## src/rtl/tc_pkg.sv

```systemverilog
// Shared tensor-core types: fflags layout and the ctrl sideband carried alongside each product beat.
package tc_pkg;

   localparam int FFLAGS_W   = 5;
   localparam int FFLAG_NV   = 4;
   localparam int FFLAG_DZ   = 3;
   localparam int FFLAG_OF   = 2;
   localparam int FFLAG_UF   = 1;
   localparam int FFLAG_NX   = 0;

   // Mirrors of the default top-level widths; the struct layout must match them
   localparam int TC_CTRL_C_W   = 16;
   localparam int TC_RM_W       = 3;
   localparam int TC_REG_IDX_W  = 8;
   localparam int TC_WARP_W     = 4;

   typedef struct packed {
      logic [TC_CTRL_C_W-1:0]  ctrl_c;
      logic [TC_RM_W-1:0]      rm;
      logic [TC_REG_IDX_W-1:0] reg_idxw;
      logic [TC_WARP_W-1:0]    warpid;
   } tc_ctrl_t;

endpackage

```

## src/rtl/tc_sync_fifo.sv

```systemverilog
// Generic single-clock FIFO with occupancy count; storage is deliberately not reset.
module tc_sync_fifo #(
   parameter int WIDTH = 8,
   parameter int DEPTH = 4
) (
   input  logic                       clk,
   input  logic                       rst,
   input  logic                       wr_en,
   input  logic [WIDTH-1:0]           wr_data,
   input  logic                       rd_en,
   output logic [WIDTH-1:0]           rd_data,
   output logic                       full,
   output logic                       empty,
   output logic [$clog2(DEPTH):0]     count
);

   localparam int AW = $clog2(DEPTH);
   localparam int CW = AW + 1;

   logic [WIDTH-1:0] mem [DEPTH];
   logic [AW-1:0]    wr_ptr;
   logic [AW-1:0]    rd_ptr;
   logic             do_wr;
   logic             do_rd;

   assign full    = (count == CW'(DEPTH));
   assign empty   = (count == '0);
   assign do_wr   = wr_en && !full;
   assign do_rd   = rd_en && !empty;
   assign rd_data = mem[rd_ptr];

   always_ff @(posedge clk) begin
      if (do_wr)
         mem[wr_ptr] <= wr_data;
   end

   // Power-of-two depth lets the pointers wrap by plain overflow
   always_ff @(posedge clk) begin
      if (rst) begin
         wr_ptr <= '0;
         rd_ptr <= '0;
         count  <= '0;
      end else begin
         if (do_wr)
            wr_ptr <= wr_ptr + AW'(1);
         if (do_rd)
            rd_ptr <= rd_ptr + AW'(1);
         if (do_wr && !do_rd)
            count <= count + CW'(1);
         else if (do_rd && !do_wr)
            count <= count - CW'(1);
      end
   end

endmodule

```

## src/rtl/tc_mul_wb_buffer.sv

```systemverilog
// Buffers tensor-core multiply results for register writeback and keeps sticky per-warp fflags.
module tc_mul_wb_buffer
   import tc_pkg::*;
#(
   parameter int SHAPE_K       = 8,
   parameter int ELEMENT_WIDTH = 9,
   parameter int CTRL_C_WIDTH  = 16,
   parameter int DEPTH_WARP    = 4,
   parameter int FIFO_DEPTH    = 4
) (
   input  logic                                  clk,
   input  logic                                  rst,
   input  logic                                  in_valid_i,
   output logic                                  in_ready_o,
   input  logic [SHAPE_K*ELEMENT_WIDTH-1:0]      result_i,
   input  logic [FFLAGS_W-1:0]                   fflags_i,
   input  logic [CTRL_C_WIDTH-1:0]               ctrl_c_i,
   input  logic [2:0]                            ctrl_rm_i,
   input  logic [7:0]                            ctrl_reg_idxw_i,
   input  logic [DEPTH_WARP-1:0]                 ctrl_warpid_i,
   output logic                                  out_valid_o,
   input  logic                                  out_ready_i,
   output logic [SHAPE_K*ELEMENT_WIDTH-1:0]      wb_data_o,
   output logic [FFLAGS_W-1:0]                   wb_fflags_o,
   output logic [CTRL_C_WIDTH-1:0]               wb_ctrl_c_o,
   output logic [2:0]                            wb_rm_o,
   output logic [7:0]                            wb_reg_idxw_o,
   output logic [DEPTH_WARP-1:0]                 wb_warpid_o,
   input  logic                                  fflags_clr_i,
   input  logic [DEPTH_WARP-1:0]                 fflags_clr_warp_i,
   output logic [FFLAGS_W*(2**DEPTH_WARP)-1:0]   fflags_acc_o,
   output logic [$clog2(FIFO_DEPTH):0]           count_o
);

   localparam int DATA_W    = SHAPE_K * ELEMENT_WIDTH;
   localparam int WORD_W    = DATA_W + FFLAGS_W + $bits(tc_ctrl_t);
   localparam int NUM_WARPS = 2 ** DEPTH_WARP;

   tc_ctrl_t          ctrl_in;
   tc_ctrl_t          ctrl_out;
   logic [WORD_W-1:0] fifo_in;
   logic [WORD_W-1:0] fifo_out;
   logic              fifo_full;
   logic              fifo_empty;
   logic              push;
   logic              pop;
   logic [FFLAGS_W-1:0] acc [NUM_WARPS];

   assign in_ready_o  = !rst && !fifo_full;
   assign out_valid_o = !fifo_empty;
   assign push        = in_valid_i && in_ready_o;
   assign pop         = out_valid_o && out_ready_i;

   assign ctrl_in.ctrl_c   = ctrl_c_i;
   assign ctrl_in.rm       = ctrl_rm_i;
   assign ctrl_in.reg_idxw = ctrl_reg_idxw_i;
   assign ctrl_in.warpid   = ctrl_warpid_i;
   assign fifo_in          = {result_i, fflags_i, ctrl_in};

   assign {wb_data_o, wb_fflags_o, ctrl_out} = fifo_out;
   assign wb_ctrl_c_o   = ctrl_out.ctrl_c;
   assign wb_rm_o       = ctrl_out.rm;
   assign wb_reg_idxw_o = ctrl_out.reg_idxw;
   assign wb_warpid_o   = ctrl_out.warpid;

   tc_sync_fifo #(
      .WIDTH (WORD_W),
      .DEPTH (FIFO_DEPTH)
   ) u_fifo (
      .clk     (clk),
      .rst     (rst),
      .wr_en   (push),
      .wr_data (fifo_in),
      .rd_en   (pop),
      .rd_data (fifo_out),
      .full    (fifo_full),
      .empty   (fifo_empty),
      .count   (count_o)
   );

   // Clear is applied before the OR so a same-cycle push to the cleared warp survives
   always_ff @(posedge clk) begin
      if (rst) begin
         for (int w = 0; w < NUM_WARPS; w++)
            acc[w] <= '0;
      end else begin
         for (int w = 0; w < NUM_WARPS; w++) begin
            if (fflags_clr_i && (fflags_clr_warp_i == DEPTH_WARP'(w)))
               acc[w] <= (push && (ctrl_warpid_i == DEPTH_WARP'(w))) ? fflags_i : '0;
            else if (push && (ctrl_warpid_i == DEPTH_WARP'(w)))
               acc[w] <= acc[w] | fflags_i;
         end
      end
   end

   always_comb begin
      fflags_acc_o = '0;
      for (int w = 0; w < NUM_WARPS; w++)
         fflags_acc_o[w*FFLAGS_W +: FFLAGS_W] = acc[w];
   end

endmodule
```

## config.mk

```make
export PLATFORM = sky130hd
export DESIGN_NAME = tc_mul_wb_buffer
export DESIGN_NICKNAME = d
export VERILOG_FILES = /design/src/rtl/tc_pkg.sv /design/src/rtl/tc_sync_fifo.sv /design/src/rtl/tc_mul_wb_buffer.sv
export SDC_FILE = /design/constraint.sdc
export NUM_CORES = 1
export LEC_CHECK = 0
export CAP_MARGIN = 20
export CELL_PAD_IN_SITES_DETAIL_PLACEMENT = 1
export CELL_PAD_IN_SITES_GLOBAL_PLACEMENT = 2
export CORE_UTILIZATION = 41
export DETAILED_ROUTE_END_ITERATION = 8
export GPL_TIMING_DRIVEN = 0
export PLACE_DENSITY = 0.84
export SYNTH_ARGS = -nofsm -noshare
export SYNTH_HDL_FRONTEND = slang
export SYNTH_SLANG_ARGS = --single-unit
```

## constraint.sdc

```tcl
create_clock -name clk -period 5.7 [get_ports clk]
set_clock_uncertainty 0.2 [all_clocks]
set_input_delay 0.57 -clock clk [delete_from_list [all_inputs] [get_ports clk]]
set_output_delay 0.57 -clock clk [all_outputs]
set_load 0.005 [all_outputs]
```

==> results.md <==
* Cell mode on critical path: buf_2
* Final setup violation count at 0
* CTS Sinks at approximately 520
* Antenna-violating nets left at 0
* Fill cells at 4,293
* Cell leakage power at 8.18 nW
* Die area at 0.0496 sq mm
* Relative slew slack at 0.449
* Initial antenna violation count at 6
* Sequential cell area at 0.0156 sq mm
* First-pass DRT Iterations at 5
* Cells on worst reg2reg path at 7
* CP Cell Sequence: buf_2 > buf_2 > buf_1 > mux4_2 > clkdlybuf4s50_1
* CTS Buffer Depth at 3
* Layout cells sized above 1 at 0.178
* WHS Path Cells at 2
* Yosys warns at 0
* FMAX at 266 MHz
* Vias per cell at ~5.5
* Area leader, netlist: edfxtp_1
* Rows at 80
* CTS resizes at 0
* TritonCTS Buffers at between 50 and 60
* Final hold vios at 0
* Mapped Cells at between 900 and 1,000
* Root Buffer: clkbuf_16
* Final nets at ~1,400
* Syn Std Cell Area at 0.0200 sq mm
* Final GP Congestion at approximately 0.85
* Hold EP: u_fifo.rd_ptr[0]
* Distinct cells, synth at 48
* Synth top area share at 0.770
* Cell area after layout at approximately 0.026 sq mm
* TritonCTS clock tree: done
* Total power at around 10 mW
* FF+latch count, synth at 521
* Dpl hpwl at approximately 34,000 um
* PortBufs at 307
* Vias in the first global route at around 12,000
* Die height at ~220 um
* Pwr dens at around 400 mW/mm^2
* Syn nets at 1,067
* Most common cell in the netlist: edfxtp_1
* Startpoint Class: register
* Post-synth EDFFs at slightly above 500
* Initial cell density of the core at 0.417
* List of most frequent post-synthesis cells: edfxtp_1 (512), mux4_2 (108), a21oi_1 (55)
* CP Buf/Inv Count at 4
* Reg-to-reg endpoint: u_fifo.mem[2][12]
* Ys async rst share at 0
* CP required at a little under 5 ns
* Post-route setup TNS at 0 ns
* Reg2reg setup slack at 2.62 ns
* Ranking of synthesized cells by area: edfxtp_1 (77%), mux4_2 (12%), o211ai_1 (1.9%), a21oi_1 (1.4%), dfxtp_1 (0.90%)
* Largest net degree at the start of global routing at between 50 and 60
* Placed instance area at 0.0240 sq mm
* Starting DRT DRC Count at 681
* Fin. max-slew vios at 0
* Core area at 0.0479 sq mm
* Postcts setup bufs at 0
* Total Routing Usage GR at 0.203
* Multi-input gate area at slightly above 0.004 sq mm
* First-pass GRT wire length at approximately 74,000 um
* Total wire length at 50,400 um
* Main synth FF type: edfxtp_1
* Critical path's top delay family: buffers and inverters
* Min-delay src: u_fifo.rd_ptr[0]
* Clock Latency Late Sink at 0.58 ns
* CTS H-tree depth at 2
* Largest stage delay, worst path at 0.52 ns
* Area Growth Syn to Fin at 28.9%
* Final hold slack at 0.337 ns
* Final period utilization at 0.659
* Slowest cell on the critical path: buf_1
* Register area share after synthesis at 0.779
* Max VDD drop at around 260 uV
* Gr ovfl total at 0
* IO Pins at 310
* Syn avg cell area at around 21 sq um
* RSZ-0062 raised after global routing: false
* Worst min path class: reg2reg
* Die Wd at approximately 220 um
* Post-CTS Hold Buffers at 0
* Run status: finished, final reports clean
* FF-to-FF Start: u_fifo.count[0]
* Worst-margin pin slew at between 0.8 and 0.9 ns
* CP Capture Type: primary output
* Crit path DAT at approximately 3.0 ns
* Maxcap violations at 0
* DRC at 0
* Worst-path clk slew at ~0.06 ns
* WS Path Type: reg2out
* Vias at approximately 11,000
* Minimum clock period at ~3.8 ns
* Max Fanout on Critical Path at 10
* Routed WL per cell at 25.5 um
cells by family after synthesis:
family          after synthesis  synth area share
compound gates              160            0.0553
simple gates                 72            0.0215
flops                       521             0.779
xor+xnor                      4           0.00175
buf+inv                      71            0.0157
mux                         110             0.123
fa+ha+maj                     6           0.00413
final cells by class:
type / instances / share of cell area
clock buffer: 69 / 0.0546
clock inverter: 29 / 0.0120
tap: 615 / 0.0299
sequential: 521 / 0.604
buffer: 61 / 0.0107
inverter: 10 / 0.00146
timing repair buffer: 317 / 0.127
multi-input combinational: 352 / 0.160
antenna: 1 / 0.0000972
cell usage in the layout (no fill, tap or decap), types with 3 or more instances in the layout:
cell type        count
edfxtp_1           512
clkdlybuf4s50_1    307
mux4_2             108
a21oi_1             55
clkbuf_16           53
o211ai_1            50
clkbuf_1            49
buf_2               16
o221a_2             16
nand3_1             15
nor2_1              13
o21ai_0             13
clkinv_2            12
inv_1                9
dfxtp_1              9
buf_1                6
o31ai_1              6
clkinv_1             6
or3_1                6
and3_1               5
ha_1                 5
bufinv_16            5
buf_16               5
nand2b_1             4
nor3b_1              4
and2_4               4
nand3b_1             4
o311a_1              4
o21a_1               4
xor2_1               4
a21boi_0             4
buf_6                3
o311ai_0             3
clkinvlp_4           3
buf_12               3
state kept, by name, summed over array words and instances, names as in the netlist, named ones only:
| signal | flops |
|---|---|
| acc | 80 |
| u_fifo.count | 3 |
| u_fifo.mem | 432 |
| u_fifo.rd_ptr | 2 |
| u_fifo.wr_ptr | 2 |
where the power goes:
part,internal [mW],switching (mW),total [mW]
registers,4.48,0.0946,4.58
logic,1.30,0.989,2.29
clock network,1.98,1.45,3.43
worst max path at each step:
stage	start	endpoint	slack [ns]	cells after the start
2_1_floorplan	u_fifo.count[0]	u_fifo.mem[0][0]	1.50	5
3_3_place_gp	rst	u_fifo.mem[0][50]	-1.44	5
3_5_place_dp	rst	in_ready_o	2.00	6
4_1_cts	register	wb_data_o[70]	1.85	5
5_1_grt	register	wb_data_o[70]	1.75	5
6_report	register	wb_data_o[65]	1.95	5
layer usage:
metal | GRT usage | vias to the layer above | share of wire
li1 | - | 4754 | -
met1 | 0.256 | 5631 | 0.40
met2 | 0.341 | 355 | 0.49
met3 | 0.0623 | 73 | 0.086
met4 | 0.0476 | 10 | 0.016
met5 | 0 | - | 0.0012
worst min-delay path, delay by kind of cell, from the launching register on:
family / cells / cell delay, ns
DFF: 1 / 0.34
and+or+nand+nor: 1 / 0.08
xor gates and xnor gates: 1 / 0.08
through the flow:
stage          instances  utilization  setup WS (ns)
4_1_cts             1972        0.537           1.85
3_5_place_dp        1874        0.501           2.00
6_report            1975        0.537           1.95
3_3_place_gp        1866        0.497          -1.44
2_1_floorplan        944            -           1.50
5_1_grt             1974        0.537           1.75
(Power assumes the default switching activity.)
